File: config.mk
export PLATFORM = sky130hd
export DESIGN_NAME = demux_vc
export DESIGN_NICKNAME = d
export VERILOG_FILES = /design/src/rtl/demux_vc.sv
export SDC_FILE = /design/constraint.sdc
export NUM_CORES = 1
export LEC_CHECK = 0
export BUFFER_PORTS_ARGS = -buffer_cell sky130_fd_sc_hd__buf_2
export CORE_MARGIN = 10
export CORE_UTILIZATION = 46
export CTS_CLUSTER_DIAMETER = 100
export DETAILED_ROUTE_END_ITERATION = 12
export PLACE_DENSITY_LB_ADDON = 0.05
export SETUP_SLACK_MARGIN = 0.05
export SYNTH_ARGS = -nofsm -noshare
export SYNTH_HDL_FRONTEND = slang
export SYNTH_SLANG_ARGS = --single-unit
File: constraint.sdc
create_clock -name clk -period 1.9 [get_ports clk]
set_clock_uncertainty 0.2 [all_clocks]
set_input_delay 0.19 -clock clk [delete_from_list [all_inputs] [get_ports clk]]
set_output_delay 0.19 -clock clk [all_outputs]
set_load 0.01 [all_outputs]
File: src/rtl/demux_vc.sv
// demux_vc: routes words from an upstream mux into one of two virtual-channel FIFOs.
//
// Bit DATA_SIZE-1 of each word selects the channel (0 -> VC0, 1 -> VC1). The whole word,
// including the routing bit, is forwarded unmodified with a one-cycle latency. If the target
// FIFO reports almost_full when a word is accepted, the word is parked in a one-entry hold
// register. The block then stops accepting until that word has been pushed.
//
// Optional feature: define DEMUX_VC_COUNT_EN to enable the saturating per-VC push counters.
// Without it, count_VC0/count_VC1 are tied to zero and no counter logic exists.
//
// Ports:
//   clk              single clock, rising edge
//   reset            synchronous, active-high reset
//   data_in          word from upstream; MSB selects the VC
//   valid_in         data_in is valid this cycle
//   ready_in         block can accept a word this cycle (FSM in PASS)
//   almost_full_VC0  VC0 FIFO cannot take another word
//   almost_full_VC1  VC1 FIFO cannot take another word
//   data_VC0/1       word to the VC FIFO (all zeros when not pushing)
//   push_VC0/1       write strobe to the VC FIFO
//   count_VC0/1      saturating count of words pushed to each VC

module demux_vc #(
    parameter int unsigned DATA_SIZE = 4
) (
    input  logic                 clk,
    input  logic                 reset,
    input  logic [DATA_SIZE-1:0] data_in,
    input  logic                 valid_in,
    output logic                 ready_in,
    input  logic                 almost_full_VC0,
    input  logic                 almost_full_VC1,
    output logic [DATA_SIZE-1:0] data_VC0,
    output logic                 push_VC0,
    output logic [DATA_SIZE-1:0] data_VC1,
    output logic                 push_VC1,
    output logic [7:0]           count_VC0,
    output logic [7:0]           count_VC1
);

    localparam logic [0:0] PASS = 1'b0;
    localparam logic [0:0] HOLD = 1'b1;

    logic [0:0]           state_q, state_d;
    logic [DATA_SIZE-1:0] hold_q, hold_d;

    logic                 push_vc0_q, push_vc0_d;
    logic                 push_vc1_q, push_vc1_d;
    logic [DATA_SIZE-1:0] data_vc0_q, data_vc0_d;
    logic [DATA_SIZE-1:0] data_vc1_q, data_vc1_d;

    // Word selected for forwarding this cycle (either the new input or the held word).
    logic                 fwd_valid;
    logic [DATA_SIZE-1:0] fwd_word;

    // Only the target VC's almost_full is consulted; the other channel's flag is ignored.
    logic in_full;
    logic hold_full;

    assign in_full   = data_in[DATA_SIZE-1] ? almost_full_VC1 : almost_full_VC0;
    assign hold_full = hold_q[DATA_SIZE-1]  ? almost_full_VC1 : almost_full_VC0;

    // ----------------------------------------------------------------------------------------
    // Next-state logic
    // ----------------------------------------------------------------------------------------
    always_comb begin
        state_d   = state_q;
        hold_d    = hold_q;
        fwd_valid = 1'b0;
        fwd_word  = '0;

        if (state_q == PASS) begin
            if (valid_in) begin
                if (in_full) begin
                    hold_d  = data_in;
                    state_d = HOLD;
                end else begin
                    fwd_valid = 1'b1;
                    fwd_word  = data_in;
                end
            end
        end else begin
            // valid_in is deliberately ignored here: ready_in is low while holding.
            if (!hold_full) begin
                fwd_valid = 1'b1;
                fwd_word  = hold_q;
                hold_d    = '0;
                state_d   = PASS;
            end
        end
    end

    // Route the forwarded word. The two pushes are mutually exclusive by construction,
    // because a single word drives at most one of them.
    always_comb begin
        push_vc0_d = fwd_valid & ~fwd_word[DATA_SIZE-1];
        push_vc1_d = fwd_valid &  fwd_word[DATA_SIZE-1];
        data_vc0_d = push_vc0_d ? fwd_word : '0;
        data_vc1_d = push_vc1_d ? fwd_word : '0;
    end

    // ----------------------------------------------------------------------------------------
    // State and output registers
    // ----------------------------------------------------------------------------------------
    always_ff @(posedge clk) begin
        if (reset) begin
            state_q    <= PASS;
            hold_q     <= '0;
            push_vc0_q <= 1'b0;
            push_vc1_q <= 1'b0;
            data_vc0_q <= '0;
            data_vc1_q <= '0;
        end else begin
            state_q    <= state_d;
            hold_q     <= hold_d;
            push_vc0_q <= push_vc0_d;
            push_vc1_q <= push_vc1_d;
            data_vc0_q <= data_vc0_d;
            data_vc1_q <= data_vc1_d;
        end
    end

    assign ready_in = (state_q == PASS);
    assign push_VC0 = push_vc0_q;
    assign push_VC1 = push_vc1_q;
    assign data_VC0 = data_vc0_q;
    assign data_VC1 = data_vc1_q;

    // ----------------------------------------------------------------------------------------
    // Optional push counters
    // ----------------------------------------------------------------------------------------
`ifdef DEMUX_VC_COUNT_EN
    logic [7:0] count_vc0_q;
    logic [7:0] count_vc1_q;

    // Each counter advances at the end of a cycle in which its push strobe is high,
    // and sticks at 255.
    always_ff @(posedge clk) begin
        if (reset) begin
            count_vc0_q <= 8'd0;
            count_vc1_q <= 8'd0;
        end else begin
            if (push_vc0_q && (count_vc0_q != 8'hFF)) begin
                count_vc0_q <= count_vc0_q + 8'd1;
            end
            if (push_vc1_q && (count_vc1_q != 8'hFF)) begin
                count_vc1_q <= count_vc1_q + 8'd1;
            end
        end
    end

    assign count_VC0 = count_vc0_q;
    assign count_VC1 = count_vc1_q;
`else
    assign count_VC0 = 8'd0;
    assign count_VC1 = 8'd0;
`endif

endmodule

==> results.sh <==
export IMPL_vias=575
export IMPL_met1Wirelength_um=649
export IMPL_vdd_drop_max_mv=0.3752
export IMPL_highest_layer="met4"
export IMPL_async_flop_share_pct=0
export IMPL_cts_buffers=3
export IMPL_grt_pass1_wl_mm=2.559
export IMPL_routedWlPerCell_um=13.97
export IMPL_synthCells=79
export IMPL_clockPowerShare_pct=28.9
export IMPL_multi_input_area_um2=349.1
export IMPL_worstSetupStartpointType="input pin"
export IMPL_grt_pass1_vias=573
export IMPL_synth_commonest_cells="17 x buf_4, 15 x dfxtp_1, 7 x a21oi_1, 7 x nand3_1, 5 x inv_1"
export IMPL_r2r_slack_ps=440
export IMPL_h_tree_depth=1
export IMPL_cellInternalPower_uw=442.5
export IMPL_fin_setup_tns_ps=0
export IMPL_crit_path_end_kind="register"
export IMPL_ys_seq_elements=15
export IMPL_antenna_left=0
export IMPL_min_period_ps=1569
export IMPL_clkSinkCount=15
export IMPL_cts_tree="yes"
export IMPL_grt_use_total_pct=9.389
export IMPL_hpwl_mm=1.364
export IMPL_die_width_um=60.37
export IMPL_core_area_um2=1524
export IMPL_maxCapViolCount=0
export IMPL_port_buffer_count=19
export IMPL_initialDrtViolationCount=12
export IMPL_power_density_nw_per_um2=720.1
export IMPL_reg2reg_from="hold_q[3]$_SDFFE_PP0P_"
export IMPL_synth_top_area_share_pct=40.07
export IMPL_whs_ps=2.916
export IMPL_diodes=0
export IMPL_critical_path_max_stage_delay_ps=530
export IMPL_seq_area_um2=300.3
export IMPL_cp_required_ps=1910
export IMPL_drc_errors=0
export IMPL_min_period_over_period_pct=82.57
export IMPL_seq_power_share_pct=54.7
export IMPL_outcome="complete, no violations"
export IMPL_yosys_area_top_type="dfxtp_1"
export IMPL_hold_start="data_in[1]"
export IMPL_netlist_top_cells_area="dfxtp_1 40%, buf_4 17%, a211oi_2 5.0%"
export IMPL_path_buf_inv=2
export IMPL_wl_mm=1.649
export IMPL_startpoint="almost_full_VC1"
export IMPL_utilization_pct=55.67
export IMPL_fin_nets=112
export IMPL_path_delay_family="buffers and inverters"
export IMPL_crit_slowest_cell="dlygate4sd3_1"
export IMPL_r2r_cells=3
export IMPL_route_met2_wl_um=796
export IMPL_hold_violations=0
export IMPL_syn_area_per_cell_um2=9.487
export IMPL_grt_setup_unrepaired="false"
export IMPL_min_path_type="in -> reg"
export IMPL_synth_edf_count=0
export IMPL_cts_buffer_depth=2
export IMPL_synth_cell_area_um2=749.5
export IMPL_clock_latency_ps=280
export IMPL_dr_pass1_iters=4
export IMPL_setup_violations=0
export IMPL_vias_per_cell=4.873
export IMPL_die_area_um2=3644
export IMPL_grt_start_max_net_pins=12
export IMPL_die_height_um=60.37
export IMPL_fmax_mhz=637.4
export IMPL_start_util_pct=49.18
export IMPL_p_leak_uw=0.0004009
export IMPL_path_cells="dlygate4sd3_1 -> buf_2 -> mux2i_1 -> nand3_1 -> a211oi_2"
export IMPL_cts_root_buf="clkbuf_4"
export IMPL_io_pins=36
export IMPL_p_sw_share_pct=27.56
export IMPL_clkSlewWorstSetupHoldPaths_ps=90
export IMPL_area_delta_synth_final_pct=13.19
export IMPL_synth_distinct_cells=24
export IMPL_antenna_found_initial=0
export IMPL_yosysMostFrequentCell="buf_4"
export IMPL_synth_ff_type="dfxtp_1"
export IMPL_ys_warn_count=0
export IMPL_hold_end="hold_q[1]$_SDFFE_PP0P_"
export IMPL_p_sw_uw=168.3
export IMPL_layout_drive_gt1_share_pct=30.39
export IMPL_fp_row_count=14
export IMPL_criticalPathCategory="in -> reg"
export IMPL_gp_congestion=0.7519
export IMPL_nFillCells=147
export IMPL_worst_ep_arrival_time_ps=1580
export IMPL_path_max_fanout=5
export IMPL_worstReg2RegEnd="data_VC0[0]$_SDFF_PP0_"
export IMPL_ys_seq_area_share_pct=40.07
export IMPL_slew_violations=0
export IMPL_overflow=0
export IMPL_hold_path_depth=3
export IMPL_wl_met3_um=190
export IMPL_pwr_share_comb_pct=16.5
## layout make-up
class                           count  share of cell area (%)
Multi-Input combinational cell     55                   41.15
Sequential cell                    15                   35.40
Timing Repair Buffer               23                   15.63
Clock buffer                        3                   2.655
Tap cell                           16                   2.360
Inverter                            5                   2.212
Clock inverter                      1                  0.5900
## layout by cell type (no fill, tap or decap), drive strengths merged, types with 2 or more instances in the layout
cell	instances
mux2i	2
a21oi	7
buf	20
a211oi	3
inv	5
dlygate4sd3	3
dfxtp	15
conb	17
nand3	7
clkbuf	3
o221ai	3
nand3b	4
## through the flow
| step | instances | instance area, µm² | power, µW | setup slack, ps |
|---|---|---|---|---|
| after floorplan | 95 | 809.5 | 432.2 | 607.7 |
| after global placement | 111 | 790.8 | 434.5 | 484.3 |
| after detailed placement | 111 | 790.8 | 435.2 | 470.2 |
| after CTS | 117 | 838.3 | 615.8 | 354.6 |
| after global routing | 118 | 848.3 | 650.0 | 249.6 |
| final | 118 | 848.3 | 610.8 | 331.1 |
## power by group through the flow
stage	clock [µW]	combinational (µW)	sequential (µW)
2_1_floorplan	0	91.5	341
3_3_place_gp	0	93.9	341
3_5_place_dp	0	93.9	341
4_1_cts	184	97.4	334
5_1_grt	202	112	336
6_report	176	101	334
## cells by family after synthesis
group	after synthesis	synth area share, %
and+or+nand+nor	17	14.19
DFF	15	40.07
AOI/OAI and AO/OA	18	19.70
muxes	3	4.174
other	1	0.5004
buffers and inverters	25	21.37
## flip-flops by register name, indices dropped and copies added, names as in the netlist
register  cells
state_q       1
hold_q        4
data_VC1      4
push_VC1      1
push_VC0      1
data_VC0      4
## worst min-delay path: cells and delay by family
kind            cells  cell delay [ps]
buf+inv             1              100
simple gates        1               80
compound gates      1               60
## how the worst max path moves through the flow
stage / to / depth (start not counted)
2_1_floorplan: hold_q[0]$_SDFFE_PP0P_ / 3
3_3_place_gp: data_VC0[0]$_SDFF_PP0_ / 3
3_5_place_dp: data_VC0[0]$_SDFF_PP0_ / 3
4_1_cts: data_VC0[0]$_SDFF_PP0_ / 5
5_1_grt: data_VC0[2]$_SDFF_PP0_ / 5
6_report: data_VC0[0]$_SDFF_PP0_ / 5
## per-layer routing
metal,global-route usage (%),up-vias
met5,0,-
met1,10.31,263
met4,4.808,0
met2,14.41,22
met3,5.010,2
li1,-,288
## timing repair
| item | 4_1_cts | 5_1_grt |
|---|---|---|
| gates resized for setup | 0 | 0 |
| hold endpoints to repair | 2 | 1 |
| buffers inserted | 0 | 0 |
| hold buffers | 2 | 1 |
Power figures use the tool's default switching activity.
